**config.mk**
```make
export PLATFORM = sky130hd
export DESIGN_NAME = cache_perf_counter_ctrl
export DESIGN_NICKNAME = d
export VERILOG_FILES = /design/src/rtl/cache_perf_counter_ctrl.sv
export SDC_FILE = /design/constraint.sdc
export NUM_CORES = 1
export LEC_CHECK = 0
export CAP_MARGIN = 10
export CORE_UTILIZATION = 40
export CTS_CLUSTER_SIZE = 24
export DETAILED_ROUTE_END_ITERATION = 10
export SLEW_MARGIN = 10
export SYNTH_ARGS = -nofsm -noshare
export SYNTH_HDL_FRONTEND = slang
export SYNTH_SLANG_ARGS = --single-unit
```
**constraint.sdc**
```tcl
create_clock -name clk -period 2.4 [get_ports clk]
set_clock_uncertainty 0.15 [all_clocks]
set_input_delay 0.24 -clock clk [delete_from_list [all_inputs] [get_ports clk]]
set_output_delay 0.24 -clock clk [all_outputs]
set_load 0.01 [all_outputs]
```
**src/rtl/cache_perf_counter_ctrl.sv**
```systemverilog
// Cache performance counter bank with START/STOP/CLEAR/SNAPSHOT command control.
// Optional macro CACHE_PERF_SATURATE_EN: counters saturate at all-ones instead of wrapping.
module cache_perf_counter_ctrl #(
  parameter int XLEN          = 32,
  parameter bit START_RUNNING = 1'b0
) (
  input  logic            clk,
  input  logic            reset_n,
  input  logic            event_valid,
  input  logic            event_hit,
  input  logic            event_is_write,
  input  logic            cmd_valid,
  input  logic [1:0]      cmd_op,
  output logic            cmd_ready,
  output logic [XLEN-1:0] hit_value,
  output logic [XLEN-1:0] miss_value,
  output logic [XLEN-1:0] read_value,
  output logic [XLEN-1:0] write_value,
  output logic            running,
  output logic [3:0]      overflow
);

  typedef enum logic [1:0] {
    ST_IDLE     = 2'b00,
    ST_RUN      = 2'b01,
    ST_CLEARING = 2'b10
  } state_t;

  localparam logic [1:0] OP_START = 2'b00;
  localparam logic [1:0] OP_STOP  = 2'b01;
  localparam logic [1:0] OP_CLEAR = 2'b10;
  localparam logic [1:0] OP_SNAP  = 2'b11;

  localparam logic [XLEN-1:0] CNT_ZERO = {XLEN{1'b0}};
  localparam logic [XLEN-1:0] CNT_ONE  = {{(XLEN-1){1'b0}}, 1'b1};

  // Counter index order matches overflow bit order: {write, read, miss, hit}.
  function automatic logic [XLEN-1:0] cnt_step(input logic [XLEN-1:0] v, input logic inc);
    logic [XLEN-1:0] res;
    res = v;
`ifdef CACHE_PERF_SATURATE_EN
    if (inc && !(&v)) begin
      res = v + CNT_ONE;
    end else begin
      res = v;
    end
`else
    if (inc) begin
      res = v + CNT_ONE;
    end else begin
      res = v;
    end
`endif
    return res;
  endfunction

  state_t          r_state;
  state_t          w_state_nxt;
  logic            r_ret_run;
  logic            w_ret_run_nxt;
  logic [XLEN-1:0] r_cnt     [4];
  logic [XLEN-1:0] w_cnt_nxt [4];
  logic [XLEN-1:0] r_val     [4];
  logic [3:0]      r_ovf;
  logic [3:0]      w_ovf_nxt;
  logic [3:0]      w_inc;
  logic [3:0]      w_all_ones;
  logic            w_cmd_acc;
  logic            w_clr;
  logic            w_snap;
  logic            w_count;

  assign cmd_ready   = (r_state != ST_CLEARING);
  assign running     = (r_state == ST_RUN);
  assign w_cmd_acc   = cmd_valid && cmd_ready;
  assign w_clr       = w_cmd_acc && (cmd_op == OP_CLEAR);
  assign w_snap      = w_cmd_acc && (cmd_op == OP_SNAP);
  // A CLEAR accepted in RUN drops the event of the same cycle.
  assign w_count     = event_valid && (r_state == ST_RUN) && !w_clr;
  assign w_inc       = {w_count && event_is_write, w_count && !event_is_write,
                        w_count && !event_hit,     w_count && event_hit};

  assign hit_value   = r_val[0];
  assign miss_value  = r_val[1];
  assign read_value  = r_val[2];
  assign write_value = r_val[3];
  assign overflow    = r_ovf;

  // Next-state and return-state selection for the command FSM.
  always_comb begin
    w_state_nxt   = r_state;
    w_ret_run_nxt = r_ret_run;
    case (r_state)
      ST_IDLE: begin
        if (w_cmd_acc && (cmd_op == OP_START)) begin
          w_state_nxt = ST_RUN;
        end else if (w_clr) begin
          w_ret_run_nxt = 1'b0;
          w_state_nxt   = ST_CLEARING;
        end else begin
          w_state_nxt = ST_IDLE;
        end
      end
      ST_RUN: begin
        if (w_cmd_acc && (cmd_op == OP_STOP)) begin
          w_state_nxt = ST_IDLE;
        end else if (w_clr) begin
          w_ret_run_nxt = 1'b1;
          w_state_nxt   = ST_CLEARING;
        end else begin
          w_state_nxt = ST_RUN;
        end
      end
      ST_CLEARING: begin
        if (r_ret_run) begin
          w_state_nxt = ST_RUN;
        end else begin
          w_state_nxt = ST_IDLE;
        end
      end
      default: begin
        w_state_nxt   = ST_IDLE;
        w_ret_run_nxt = 1'b0;
      end
    endcase
  end

  // Counter and sticky-overflow next values.
  always_comb begin
    w_all_ones = 4'b0000;
    for (int i = 0; i < 4; i++) begin
      w_all_ones[i] = &r_cnt[i];
      if (w_clr) begin
        w_cnt_nxt[i] = CNT_ZERO;
      end else begin
        w_cnt_nxt[i] = cnt_step(r_cnt[i], w_inc[i]);
      end
    end
    if (w_clr) begin
      w_ovf_nxt = 4'b0000;
    end else begin
      w_ovf_nxt = r_ovf | (w_inc & w_all_ones);
    end
  end

  // FSM state register.
  always_ff @(posedge clk or negedge reset_n) begin
    if (!reset_n) begin
      r_state   <= START_RUNNING ? ST_RUN : ST_IDLE;
      r_ret_run <= 1'b0;
    end else begin
      r_state   <= w_state_nxt;
      r_ret_run <= w_ret_run_nxt;
    end
  end

  // Counters, overflow flags and snapshot registers; a snapshot captures next counts.
  always_ff @(posedge clk or negedge reset_n) begin
    if (!reset_n) begin
      for (int i = 0; i < 4; i++) begin
        r_cnt[i] <= CNT_ZERO;
        r_val[i] <= CNT_ZERO;
      end
      r_ovf <= 4'b0000;
    end else begin
      for (int i = 0; i < 4; i++) begin
        r_cnt[i] <= w_cnt_nxt[i];
        if (w_snap) begin
          r_val[i] <= w_cnt_nxt[i];
        end else begin
          r_val[i] <= r_val[i];
        end
      end
      r_ovf <= w_ovf_nxt;
    end
  end

endmodule

```
==> impl_metrics.ini, run 1 <==
[clocking]
clockBufferDepth = 3
cts_tree = built
cts_max_level = 1
clock_sinks = 263
numCtsBuffers = 28
root_buffer = clkbuf_16
clk_latency_ps = 540
path_clk_slew_ps = 60

[worst_setup_path]
r2r_cells = 6
worstPathCellList = buf_4, nor2b_1, inv_1, clkdlybuf4s50_1
critical_path_required_ps = 2010
cp-endpoint = cmd_ready
start_kind = flip-flop
r2r_end = write_value[24]
crit_family = buffers and inverters
r2r_setup_slack_ps = 170
cp-end-kind = output pin
cp_slowest_stage_delay_ps = 560
crit_fanout = 9
crit_buf_inv = 3
cp_slowest_cell = clkdlybuf4s50_1
critical_path_depth = 4
cp-startpoint = r_state[1]
critPathKind = flip-flop to output pin
crit-reg2reg-launch = r_state[1]
crit_arrival_ps = 1880

[yosys]
ys_types = 44
syn_inst = 1133
synth_edf_count = 0
synth_nets = 1145
syn_avg_cell_area_um2 = 10.1
ys_ff_latch = 263
syn_area_um2 = 11400
ys_seq_area_share_pct = 57.5
ys_warn_count = 0
ys_async_sr_fraction_pct = 100
synth_top_flop_cell = dfrtp_1

[floorplanning]
initial_utilization_pct = 40.9
die-area_um2 = 29300
coreArea_um2 = 27900
fp.dieH_um = 171
die_x_um = 171
pin_count = 142
rows = 61

[place]
dpl_cell_area_um2 = 13700
post-place-ws_ps = -308
numPortBuffers = 141
hpwlAfterDp_um = 17900
gp_congestion = 0.833

[power]
leakage_nw = 6.35
p_total_mw = 9.80
ir_drop_mv = 0.863
powerDensity_nw_per_um2 = 664

[global_route]
grt_pass1_wl_um = 43900
antenna_found_initial = 1
grt_max_degree = 71
overflow = 0
grt_pass1_vias = 8573
track_usage_pct = 18.7

[drt]
routed_wirelength_um = 26200
vias_per_cell = 4.94
dr.pass1.iters = 4
drtAntennaViolNets = 0
remaining_drc_errors = 0
num_vias = 8446
avgRoutedWirePerCell_um = 15.4
drtIter0Drc = 363

[timing]
period_needed_ps = 2270
setup_slack_ps = 128
fmax_mhz = 440
fin_crit_sh_pct = 94.7
setup_violations = 0
setup_tns_ps = 0
grt_setup_unrepaired = false
hold_viol_final = 0
tightest_slew_ps = 924
finalMaxSlewViolations = 0
relSlewSlack_pct = 38.2

[worst_hold_path]
min_path_type = input pin to async pin

[flow_run]
cap_violations = 0

[layout]
nNetsFinal = 1319
design_area_um2 = 14700
final_util_pct = 52.8
drive_gt1_share_pct = 10.2
areaGrowthSynthToFinish_pct = 29.0

[run_status]
status = completed
## per-stage QoR
| step | cells | hold slack (ps) |
|---|---|---|
| global route | 1707 | 188 |
| global placement | 1653 | -46.5 |
| floorplan | 1133 | -206 |
| CTS | 1707 | 173 |
| detailed placement | 1653 | -50.3 |
| finish | 1708 | 166 |
## cells by family after synthesis
group | share of synthesized area [%]
buffers and inverters | 2.55
AND/OR/NAND/NOR | 23.2
adder cells (fa/ha/maj) | 0.438
flip-flops | 57.5
multiplexers | 0.350
XOR/XNOR | 9.50
AO/OA/AOI/OAI | 6.38
## power by group
| group | switching [mW] | internal, mW | total, mW |
|---|---|---|---|
| Combinational | 0.322 | 0.206 | 0.527 |
| Clock | 1.78 | 2.90 | 4.68 |
| Sequential | 0.0677 | 4.52 | 4.58 |
| Total | 2.17 | 7.62 | 9.80 |
## timing repair
action / 4_1_cts / 5_1_grt
hold buffers: 2 / 0
endpoints found under the setup margin: 0 / 6
resized for setup: 0 / 2
setup buffers: 0 / 0
hold endpoints to repair: 263 / 0
## worst min path at each step
stage	from	to	slack, ps
3_3_place_gp	reset_n	miss_value[20]	-50
3_5_place_dp	reset_n	miss_value[18]	-50
2_1_floorplan	reset_n	hit_value[0]	-210
4_1_cts	reset_n	miss_value[16]	170
6_report	reset_n	miss_value[16]	170
5_1_grt	reset_n	miss_value[16]	190
## registers in the layout, indices dropped and copies added, names as in the netlist
register     count
hit_value       32
miss_value      32
read_value      32
write_value     32
overflow         4
r_ret_run        1
r_cnt          128
r_state          2
## tightest hold or removal path, delay by kind of cell
kind	cells	cell delay [ps]
buffers and inverters	3	990
## cells in the mapped netlist (all sizes together), types with 5 or more instances
library cell,count,area share (%)
and2,10,0.55
and3,17,0.93
and4,14,1.1
buf,10,0.58
clkbuf,50,1.6
dfrtp,263,58
inv,10,0.33
nand2,171,5.6
nand3,40,1.8
nand4,33,1.9
nor2,151,5.0
nor3,28,1.4
nor4,38,2.9
o21ai,116,5.1
o31ai,14,0.92
or3,5,0.27
xnor2,86,6.6
xor2,38,2.9
## routing by layer
| metal | global-route usage, % | vias to the layer above | wire, µm |
|---|---|---|---|
| met2 | 29.4 | 148 | 11800 |
| met3 | 3.52 | 40 | 1240 |
| met5 | 0 | - | 0 |
| li1 | - | 4220 | - |
| met1 | 26.5 | 4038 | 12700 |
| met4 | 4.46 | 0 | 556 |
## cell type report
type                    instances  area (µm²)
fillers                      2581       13200
inverters                      10        37.5
clock inverters                12         163
multi-input cells             800        4590
clock buffers                  40         857
well taps                     378         473
repair buffers                204        2040
flip-flops and latches        263        6580
diodes                          1        2.50
## layout by cell type, fill, tap and decap left out, types with 17 or more instances in the layout
cell / count
o21ai_1: 33
xnor2_1: 86
and3_1: 17
nor4_1: 25
clkdlybuf4s50_1: 140
nand4_1: 32
nor2_1: 150
buf_4: 49
nand2_1: 171
o21ai_0: 83
nand3_1: 40
nor3_1: 24
xor2_1: 38
clkbuf_16: 29
dfrtp_1: 263
(Power assumes the default switching activity.)
==> run 2, diff against run 1 <==
ABC_AREA = 1   (was unset)
CAP_MARGIN = 5   (was 10)
==> impl_metrics.ini, run 2 <==
[clocking]
cts_max_level = 1
clockBufferDepth = 3
cts_tree = built
clk_latency_ps = 550
path_clk_slew_ps = 60
numCtsBuffers = 29
clock_sinks = 263
root_buffer = clkbuf_16
ctsResizeCount = 0

[yosys]
synth_nets = 1633
ys_types = 36
synth_top_flop_cell = dfrtp_1
syn_area_um2 = 12800
ys_top_cells_by_area = dfrtp_1 52%, nand2_1 14%, nor2_1 6.6%
synth.top_cell.area_share_pct = 51.5
ys_seq_area_share_pct = 51.5
synth_edf_count = 0
ys_async_sr_fraction_pct = 100
syn_avg_cell_area_um2 = 7.88
synthTopCellsByCount = 487 x nand2_1, 263 x dfrtp_1, 225 x nor2_1, 143 x inv_1, 120 x nand3_1
synth_top_cell_by_area = dfrtp_1
ys_warn_count = 0
yosysMostFrequentCell = nand2_1
ys_ff_latch = 263
syn_inst = 1621

[place]
hpwlAfterDp_um = 22700
dpl_cell_area_um2 = 14900
placedCellCount = 2145
gp_congestion = 0.909
numPortBuffers = 141

[layout]
final_cells = 2199
largest_reg_flops = 128
areaGrowthSynthToFinish_pct = 25.0
nNetsFinal = 1787
design_area_um2 = 16000
drive_gt1_share_pct = 6.12
diodes = 0
seqCellArea_um2 = 6580
n_fill_cell = 2973
largest_register = r_cnt
final_common_cell = nand2_1
final_cell_mix = 487 x nand2_1, 263 x dfrtp_1, 225 x nor2_1, 143 x inv_1, 140 x clkdlybuf4s50_1
multi_input_area_um2 = 5350

[worst_setup_path]
crit_arrival_ps = 1860
critical_path_required_ps = 2010
cp_slowest_cell = clkdlybuf4s50_1
worstPathCellList = inv_2, nand2_2, inv_1, clkdlybuf4s50_1
start_kind = flip-flop
cp-end-kind = output pin
cp_slowest_stage_delay_ps = 630
crit_fanout = 4
crit_buf_inv = 3
critPathKind = flip-flop to output pin
crit_family = buffers and inverters

[worst_hold_path]
min_path_type = input pin to async pin

[power]
pwr-share-comb_pct = 8.9
p_sw_share_pct = 23.5
p_seq_share_pct = 45.2
leakage_nw = 7.25
p_total_mw = 10.5
powerDensity_nw_per_um2 = 656
netSwitchingPower_mw = 2.46
p_int_mw = 8.02
ir_drop_mv = 0.556
clockPowerShare_pct = 45.9

[timing]
grt_setup_unrepaired = false
fin_crit_sh_pct = 93.8
fmax_mhz = 444
period_needed_ps = 2250
hold_viol_final = 0
setup_violations = 0
relSlewSlack_pct = 66.0
tightest_slew_ps = 511
finalMaxSlewViolations = 0
setup_tns_ps = 0

[global_route]
grt_use_met2_pct = 33.0
gr-max-usage-layer = met2
grt_max_degree = 106
antenna_found_initial = 0
grt_pass1_vias = 10600
track_usage_pct = 20.2
met1_usage_pct = 28.3
grt_pass1_wl_um = 54400
overflow = 0
grt_util_met3_pct = 2.91

[run_status]
status = completed

[flow_run]
cap_violations = 0

[floorplanning]
coreArea_um2 = 31500
rows = 65
die-area_um2 = 32600
initial_utilization_pct = 40.6
die_x_um = 181
pin_count = 142
fp.dieH_um = 181

[drt]
dr.pass1.iters = 4
remaining_drc_errors = 0
routed_wirelength_um = 32000
drtIter0Drc = 658
num_vias = 10800
vias_per_cell = 4.92
drtAntennaViolNets = 0
avgRoutedWirePerCell_um = 14.5
## run 2: timing repair
action	CTS	global route
endpoints found under the hold margin	263	0
buffers inserted	0	0
hold buffers	1	0
## run 2: area by class of cell
class                           instances  share of cell area [%]
Sequential cell                       263                    41.2
Multi-Input combinational cell       1153                    33.5
Timing Repair Buffer                  182                    12.1
Clock buffer                           43                    5.38
Inverter                              146                    3.43
Tap cell                              402                    3.15
Clock inverter                         10                    1.18
## run 2: kinds of logic after synthesis
group	count (synthesis)	share of synthesized area [%]
XOR/XNOR	47	3.22
buffers and inverters	205	6.62
flip-flops	263	51.5
adder cells (fa/ha/maj)	4	0.392
AO/OA/AOI/OAI	160	6.78
AND/OR/NAND/NOR	942	31.4
## run 2: final timing paths
| path | startpoint | end | slack (ps) | cells after the start |
|---|---|---|---|---|
| min in group clk | miss_value[5] | miss_value[5] | 330 | 2 |
| max in group asynchronous | reset_n | r_cnt[126] | 1320 | 3 |
| setup reg to reg | r_cnt[96] | r_cnt[114] | 290 | 8 |
| setup / recovery | r_state[1] | running | 150 | 4 |
| hold / removal | reset_n | hit_value[11] | 70 | 2 |
| hold reg to reg | miss_value[5] | miss_value[5] | 330 | 2 |
## run 2: power groups by stage
stage	combinational (mW)	sequential [mW]	clock (mW)
final	0.930	4.74	4.81
after global routing	1.03	4.76	5.12
after CTS	0.951	4.74	4.95
after detailed placement	0.944	4.81	0
after global placement	0.931	4.82	0
after floorplan	0.364	4.85	0
## run 2: stage by stage
stage          hold slack, ps  utilization [%]  setup WS [ps]
3_3_place_gp             67.8             47.4            144
3_5_place_dp             70.7             47.4            117
4_1_cts                  63.1             50.7            102
2_1_floorplan            -206                -            672
6_report                 67.7             50.7            148
5_1_grt                   109             50.7           7.54
## run 2: layer usage
metal	vias up	part of all wire, %	wire [µm]
met4	0	2.0	654
met5	-	0	0
met2	244	46	14800
met1	5076	47	15000
met3	40	4.7	1510
li1	5461	-	-
==> run 3, diff against run 2 <==
CAP_MARGIN = 30   (was 5)
==> results of run 3 <==
Final layout, timing and power as in run 2 (identical DEF).
